## config.mk

```make
export PLATFORM = sky130hd
export DESIGN_NAME = gbf_loader
export DESIGN_NICKNAME = d
export VERILOG_FILES = /design/src/rtl/gbf_loader.sv
export SDC_FILE = /design/constraint.sdc
export NUM_CORES = 1
export LEC_CHECK = 0
export CELL_PAD_IN_SITES_DETAIL_PLACEMENT = 0
export CELL_PAD_IN_SITES_GLOBAL_PLACEMENT = 1
export CORE_AREA = 2 2 624 626
export DETAILED_ROUTE_END_ITERATION = 10
export DIE_AREA = 0 0 626 628
export PLACE_DENSITY_LB_ADDON = 0.12
export SLEW_MARGIN = 20
export SYNTH_ARGS = -nofsm -noshare
export SYNTH_HDL_FRONTEND = slang
export SYNTH_SLANG_ARGS = --single-unit
```

## constraint.sdc

```tcl
create_clock -name clk -period 2.7 [get_ports clk]
set_clock_uncertainty 0.1 [all_clocks]
set_input_delay 0.54 -clock clk [delete_from_list [all_inputs] [get_ports clk]]
set_output_delay 0.54 -clock clk [all_outputs]
set_load 0.01 [all_outputs]
```

## src/rtl/gbf_loader.sv

```systemverilog
`default_nettype none
// ============================================================================
// Module      : gbf_loader
// Description : Streams words into the two halves of a double-buffered global
//               buffer. Fills strictly alternate half 1 / half 2, each fill is
//               load_len words, and a half is only refilled after its consumer
//               has released it through bufX_need_data.
// Revision    : 1.0 - initial release
// ============================================================================
module gbf_loader #(
    parameter int GBF_DATA_BITWIDTH = 512,
    parameter int GBF_ADDR_BITWIDTH = 5,
    parameter int GBF_DEPTH         = 32,
    parameter int TILE_BITWIDTH     = 16
) (
    input  logic                         clk,
    input  logic                         reset,
    input  logic                         start,
    input  logic [TILE_BITWIDTH-1:0]     tile_count,
    input  logic [GBF_ADDR_BITWIDTH:0]   load_len,
    input  logic                         buf1_need_data,
    input  logic                         buf2_need_data,
    input  logic                         s_valid,
    input  logic [GBF_DATA_BITWIDTH-1:0] s_data,
    output logic                         s_ready,
    output logic                         en1a,
    output logic                         we1a,
    output logic                         en2a,
    output logic                         we2a,
    output logic [GBF_ADDR_BITWIDTH-1:0] addr1a,
    output logic [GBF_ADDR_BITWIDTH-1:0] addr2a,
    output logic [GBF_DATA_BITWIDTH-1:0] w_data1a,
    output logic [GBF_DATA_BITWIDTH-1:0] w_data2a,
    output logic                         buf1_ready,
    output logic                         buf2_ready,
    output logic                         data_avail,
    output logic                         busy,
    output logic                         done
);

    // Length counters carry one extra bit so a full-depth fill is representable.
    localparam int c_LW = GBF_ADDR_BITWIDTH + 1;

    localparam logic [2:0] c_S_IDLE  = 3'd0;
    localparam logic [2:0] c_S_FILL1 = 3'd1;
    localparam logic [2:0] c_S_FILL2 = 3'd2;
    localparam logic [2:0] c_S_WAIT  = 3'd3;
    localparam logic [2:0] c_S_DONE  = 3'd4;

    localparam logic [c_LW-1:0]          c_DEPTH     = c_LW'(GBF_DEPTH);
    localparam logic [c_LW-1:0]          c_LEN_ONE   = c_LW'(1);
    localparam logic [c_LW-1:0]          c_LEN_ZERO  = '0;
    localparam logic [TILE_BITWIDTH-1:0] c_TILE_ONE  = TILE_BITWIDTH'(1);
    localparam logic [TILE_BITWIDTH-1:0] c_TILE_ZERO = '0;

    logic [2:0]                   r_state;
    logic [2:0]                   w_state_nxt;
    logic [c_LW-1:0]              r_cnt;
    logic [c_LW-1:0]              r_len;
    logic [TILE_BITWIDTH-1:0]     r_tiles_left;
    logic                         r_next_buf2;   // 0: next fill targets half 1, 1: half 2
    logic                         r_buf1_ready;
    logic                         r_buf2_ready;
    logic                         r_en1a;
    logic                         r_en2a;
    logic [GBF_ADDR_BITWIDTH-1:0] r_addr1a;
    logic [GBF_ADDR_BITWIDTH-1:0] r_addr2a;
    logic [GBF_DATA_BITWIDTH-1:0] r_wdata1a;
    logic [GBF_DATA_BITWIDTH-1:0] r_wdata2a;

    logic                         w_in_fill1;
    logic                         w_in_fill2;
    logic                         w_in_fill;
    logic                         w_hs;
    logic                         w_last;
    logic                         w_start_ok;
    logic [c_LW-1:0]              w_len_clamped;

    assign w_in_fill1    = (r_state == c_S_FILL1);
    assign w_in_fill2    = (r_state == c_S_FILL2);
    assign w_in_fill     = w_in_fill1 | w_in_fill2;
    assign w_hs          = s_valid & w_in_fill;
    assign w_last        = w_hs & (r_cnt == (r_len - c_LEN_ONE));
    assign w_start_ok    = start & ((r_state == c_S_IDLE) | (r_state == c_S_DONE));
    assign w_len_clamped = ((load_len == c_LEN_ZERO) || (load_len > c_DEPTH)) ? c_DEPTH : load_len;

    // State register.
    always_ff @(posedge clk or negedge reset) begin
        if (!reset) begin
            r_state <= c_S_IDLE;
        end else begin
            r_state <= w_state_nxt;
        end
    end

    // Next-state decode; WAIT releases a fill only into the half named by next_buf.
    always_comb begin
        w_state_nxt = r_state;
        case (r_state)
            c_S_IDLE, c_S_DONE: begin
                if (start) begin
                    w_state_nxt = (tile_count == c_TILE_ZERO) ? c_S_DONE : c_S_FILL1;
                end
            end
            c_S_FILL1, c_S_FILL2: begin
                if (w_last) begin
                    w_state_nxt = c_S_WAIT;
                end
            end
            c_S_WAIT: begin
                if (r_tiles_left == c_TILE_ZERO) begin
                    w_state_nxt = c_S_DONE;
                end else if (!r_next_buf2 && !r_buf1_ready) begin
                    w_state_nxt = c_S_FILL1;
                end else if (r_next_buf2 && !r_buf2_ready) begin
                    w_state_nxt = c_S_FILL2;
                end
            end
            default: w_state_nxt = c_S_IDLE;
        endcase
    end

    // Job bookkeeping: latched length, remaining fills and the alternating target.
    always_ff @(posedge clk or negedge reset) begin
        if (!reset) begin
            r_len        <= c_LEN_ZERO;
            r_tiles_left <= c_TILE_ZERO;
            r_next_buf2  <= 1'b0;
        end else if (w_start_ok) begin
            r_len        <= w_len_clamped;
            r_tiles_left <= tile_count;
            r_next_buf2  <= 1'b0;
        end else if (w_last) begin
            r_tiles_left <= r_tiles_left - c_TILE_ONE;
            r_next_buf2  <= ~r_next_buf2;
        end
    end

    // Word counter: zero outside a fill and after the final word, advances per handshake.
    always_ff @(posedge clk or negedge reset) begin
        if (!reset) begin
            r_cnt <= c_LEN_ZERO;
        end else if (w_last || !w_in_fill) begin
            r_cnt <= c_LEN_ZERO;
        end else if (w_hs) begin
            r_cnt <= r_cnt + c_LEN_ONE;
        end
    end

    // Port-a write stage: one strobe the cycle after each handshake, address/data hold otherwise.
    always_ff @(posedge clk or negedge reset) begin
        if (!reset) begin
            r_en1a    <= 1'b0;
            r_en2a    <= 1'b0;
            r_addr1a  <= '0;
            r_addr2a  <= '0;
            r_wdata1a <= '0;
            r_wdata2a <= '0;
        end else begin
            r_en1a <= w_hs & w_in_fill1;
            r_en2a <= w_hs & w_in_fill2;
            if (w_hs && w_in_fill1) begin
                r_addr1a  <= r_cnt[GBF_ADDR_BITWIDTH-1:0];
                r_wdata1a <= s_data;
            end
            if (w_hs && w_in_fill2) begin
                r_addr2a  <= r_cnt[GBF_ADDR_BITWIDTH-1:0];
                r_wdata2a <= s_data;
            end
        end
    end

    // Ready flags: set with the final write of a fill (set beats a same-cycle release).
    always_ff @(posedge clk or negedge reset) begin
        if (!reset) begin
            r_buf1_ready <= 1'b0;
            r_buf2_ready <= 1'b0;
        end else begin
            if (w_last && w_in_fill1) begin
                r_buf1_ready <= 1'b1;
            end else if (buf1_need_data) begin
                r_buf1_ready <= 1'b0;
            end
            if (w_last && w_in_fill2) begin
                r_buf2_ready <= 1'b1;
            end else if (buf2_need_data) begin
                r_buf2_ready <= 1'b0;
            end
        end
    end

    assign s_ready    = w_in_fill;
    assign en1a       = r_en1a;
    assign we1a       = r_en1a;
    assign en2a       = r_en2a;
    assign we2a       = r_en2a;
    assign addr1a     = r_addr1a;
    assign addr2a     = r_addr2a;
    assign w_data1a   = r_wdata1a;
    assign w_data2a   = r_wdata2a;
    assign buf1_ready = r_buf1_ready;
    assign buf2_ready = r_buf2_ready;
    assign data_avail = r_buf1_ready | r_buf2_ready;
    assign busy       = w_in_fill | (r_state == c_S_WAIT);
    assign done       = (r_state == c_S_DONE);

endmodule
`default_nettype wire

```

Word-level counts from Yosys, hierarchy flattened
Index checks and enable logic that the tools add are counted.

operators by class
  $add $sub $neg = 3
  $lt $le $gt $ge = 1
  equality and inequality tests = 8
  multiplexer cells = 18
  bitwise gates (word level) = 10
  reduce and logical (&&, ||, !) cells = 23

operators by type and width
  operator               count
  $logic_not 16->1       2
  $mux 16                2
  $mux 3                 6
  $mux 6                 3
  $sub 16x1->16 const B  1
  $pmux 3 s3             1
  $reduce_bool 2->1      4
  $add 6x1->6 const B    1
  $eq 3x2->1 const B     2
  $eq 6x6->1             1
  $gt 6x6->1 const B     1
  $logic_and 1x1->1      6
  $logic_not 6->1        1
  $mux 1                 6
  $sub 6x1->6 const B    1
  $and 1x1->1            5
  $logic_not 1->1        4
  $ne 2x2->1 const B     2
  $ne 4x4->1 const B     1
  $or 1x1->1             4
  $reduce_or 2->1        2
  $eq 3x1->1 const B     1
  $eq 3x3->1 const B     1
  $logic_not 3->1        1
  other kinds (3)        4

word-level totals
  register bits after elaboration = 1070
  input bits = 540
  word-level logic and storage cells = 76

Logic depth before layout (Yosys ltp)
  depth after elaboration = 6
  gate-level depth with buffers = 10

Worst setup path before layout
No wires, ideal clock.

  path type = in2reg
  start point = in s_valid
  end point = reg r_wdata2a[492] (netlist: w_data2a[492])
  setup time = 125 ps
  arrival time = 2530 ps
  data required time = 2475 ps
  setup slack = -54 ps
  stages on the path = 6
  path buffers = 4
  cells stage by stage = clkbuf_1 nor3b_1 clkbuf_1 clkbuf_1 clkbuf_1 mux2_2

on the way
  word-level cells in the longest chain between the ends = 2

ends and longest elaborated chain
  item                  RTL line  text
  start, declared       23        input logic s_valid,
  $and 1x1->1           82        assign w_hs = s_valid & w_in_fill;
  $logic_and 1x1->1     166       if (w_hs && w_in_fill2) begin
  end signal, assigned  168       r_wdata2a <= s_data;
  end, declared         69        logic [GBF_DATA_BITWIDTH-1:0] r_wdata2a;

Every way passes these cells.
A chain may end at the register's enable or synchronous reset.

Worst setup path in the final report
  start point = reg r_len[1]
  end point = reg r_tiles_left[15]

on the way
  word-level cells in the longest chain between the ends = 4

ends and longest elaborated chain
  item                         RTL line  text
  start, declared              59        logic [c_LW-1:0] r_len;
  start signal, assigned       126       r_len <= c_LEN_ZERO;
  start signal, assigned       130       r_len <= w_len_clamped;
  $sub 6x1->6                  83        assign w_last = w_hs & (r_cnt == (r_len - c_LEN_ONE));
  $eq 6x6->1                   83
  $and 1x1->1                  83
  $reduce_bool 2->1 (no line)  --
  end signal, assigned         127       r_tiles_left <= c_TILE_ZERO;
  end signal, assigned         131       r_tiles_left <= tile_count;
  end signal, assigned         134       r_tiles_left <= r_tiles_left - c_TILE_ONE;
  end, declared                60        logic [TILE_BITWIDTH-1:0] r_tiles_left;

Every way passes these cells.

==> qor.yml <==
fill_cells: 42200
cts_root_buffer: "clkbuf_16"
cellPowerDensity_mw_per_mm2: 1310
grt_remaining_overflow: 0
synth-seq-cells: 1070
die_area_mm2: 0.393
viasPerCell: 3.01
outcome: "finished, violations left"
async_flop_share_pct: 100
synth.distinct_cells: 51
synth.top_cell.area_share_pct: 66.7
cp.required_ns: 3.32
fin_area_mm2: 0.0694
syn-num-nets: 2963
startpoint_type: "register"
drive_gt1_share_pct: 34.6
fin_setup_tns_ns: -0.347
critical_path_arrival_ns: 3.42
crit_fanout: 7
wl_um: 254000
place_inst: 9244
grt_max_degree: 64
cts_max_level: 4
cts.sinks: 1070
die_h_um: 628
drc: 0
setup_ws_ns: -0.0943
area_growth_syn_to_layout_pct: 73.1
fin_util_pct: 17.9
worst_pin_slew_ns: 0.652
hold_class: "in -> reg"
drt_iter0_markers: 934
cts_tree: "done"
insertion_delay_ns: 0.80
endpoint_kind: "register"
relSlewSlack_pct: 56.4
cts_buffers: 161
leakagePower_nw: 27.2
ys_top_cells_by_count: "dfrtp_1, mux2_2, clkbuf_1"
max_freq_mhz: 358
initial_core_util_pct: 10.4
dp_slack_ns: -0.471
dr.pass1.iters: 4
synth_ff_type: "dfrtp_1"
synth.most_common_cell: "dfrtp_1"
hpwl_um: 209000
hold_viol: 0
cts.path.max_buffers: 4
syn_inst: 2419
antenna_found_initial: 113
finalSetupViolCount: 8
core_area_mm2: 0.387
cap_violations: 0
slew_viol_final: 0
placementRows: 229
multi_input_area_mm2: 0.0130
synth_edf_count: 0
routabilityCongestion: 0.798
synthTopCellsByArea: "dfrtp_1, mux2_2, clkbuf_1, nand2_1, nor2_1"
synth_seq_area_share_pct: 66.7
final_cells: 9557
criticalPathCategory: "reg -> reg"
die_w_um: 626
track_usage_pct: 12.5
max-vdd-ir-drop_mv: 0.584
synth_area_per_cell_um2: 16.6
hold_ws_ns: 0.194
fin_crit_ns: 2.79
layout.nets: 4768
drtAntennaViolNets: 0
io_buffers: 1583
violations: "negative setup slack"
p_total_mw: 90.7
regArea_mm2: 0.0268
grt_pass1_wl_um: 328000
synth_warnings: 0
grt_pass1_vias: 30900
wl_per_cell_um: 26.6
period_share_pct: 103
vias: 28700
clkSlewWorstSetupHoldPaths_ns: 0.06
yosys.area.top_type: "dfrtp_1"
num_io_pins: 1584
place_area_mm2: 0.0639
synth_area_mm2: 0.0401
grt_setup_unrepaired: "true"
## per-layer routing
layer  wire (µm)  track usage (%)  up-vias
li1            -                -    12300
met1       95300             13.8    15000
met2      134000             23.1     1013
met3       19700             4.26      364
met4        5200             2.45       48
met5         317                0        -
## layout make-up
type / count / area share, %
Clock buffer: 248 / 6.91
Sequential cell: 1070 / 38.6
Multi-Input combinational cell: 1211 / 18.7
Inverter: 10 / 0.0541
Antenna cell: 28 / 0.101
Timing Repair Buffer: 1770 / 25.7
Clock inverter: 23 / 0.586
Tap cell: 5197 / 9.37
## cells by family (layout without fill, tap and decap cells)
family / after synthesis / count (layout) / synth area share (%)
compound gates: 54 / 54 / 1.04
xor+xnor: 12 / 12 / 0.262
fa+ha+maj: 4 / 4 / 0.125
buf+inv: 138 / 2051 / 1.33
flops: 1070 / 1070 / 66.7
mux: 1037 / 1037 / 29.1
other cells: 0 / 28 / 0
simple gates: 104 / 104 / 1.40
## sequential cells by signal (all words and copies together), names as in the netlist
name / flops
addr1a: 5
addr2a: 5
buf1_ready: 1
buf2_ready: 1
en1a: 1
en2a: 1
r_cnt: 6
r_len: 6
r_next_buf2: 1
r_state: 3
r_tiles_left: 16
w_data1a: 512
w_data2a: 512
## what timing repair did
action,4_1_cts,5_1_grt
endpoints found under the setup margin,103,25
buffers inserted,9,5
gates resized for setup,100,21
endpoints found under the hold margin,355,0
hold buffers,1,0
pin swaps,12,9
## critical path, stage by stage, from the launching register on
cell and delay [ns]:
dfrtp_1 0.38, or4_4 0.55, or3_4 0.38, a2111oi_4 0.35
buf_4 0.18, nand2_4 0.09, or4_4 0.51, a31oi_2 0.19
## cells in the final DEF, fill, tap and decap left out, types with 4 or more instances in the layout
master	count
a21oi_1	4
a31oi_1	5
buf_12	55
buf_4	137
buf_6	5
bufinv_16	5
clkbuf_1	46
clkbuf_16	164
clkbuf_8	38
clkdlybuf4s50_1	1503
clkinv_2	6
dfrtp_1	1065
dfrtp_2	5
diode_2	28
dlygate4sd2_1	63
ha_1	4
inv_1	10
inv_16	4
mux2_2	1035
nand2_1	26
nand3b_1	6
nor2_1	19
nor3_1	5
nor4_1	5
o211ai_1	4
o21ai_0	8
or3_1	6
or4_4	6
xnor2_1	6
xor2_1	6
## worst paths after layout
check	start	end	slack, ns	cells after the start
max in group asynchronous	reset	w_data1a[385]$_DFFE_PN0P_	1.28	5
max	r_len[1]$_DFFE_PN0P_	r_tiles_left[15]$_DFFE_PN0P_	-0.09	7
min reg2reg	w_data1a[179]$_DFFE_PN0P_	w_data1a[179]$_DFFE_PN0P_	0.40	1
min	buf1_need_data	buf1_ready$_DFFE_PN0P_	0.19	2
max reg2reg	r_len[1]$_DFFE_PN0P_	r_tiles_left[15]$_DFFE_PN0P_	-0.09	7
min in group asynchronous	reset	w_data2a[234]$_DFFE_PN0P_	0.20	2
## power breakdown
part	switching [mW]	internal [mW]
combinational	18.6	21.8
sequential	4.79	24.1
clock	8.70	12.7
(Power assumes the default switching activity.)
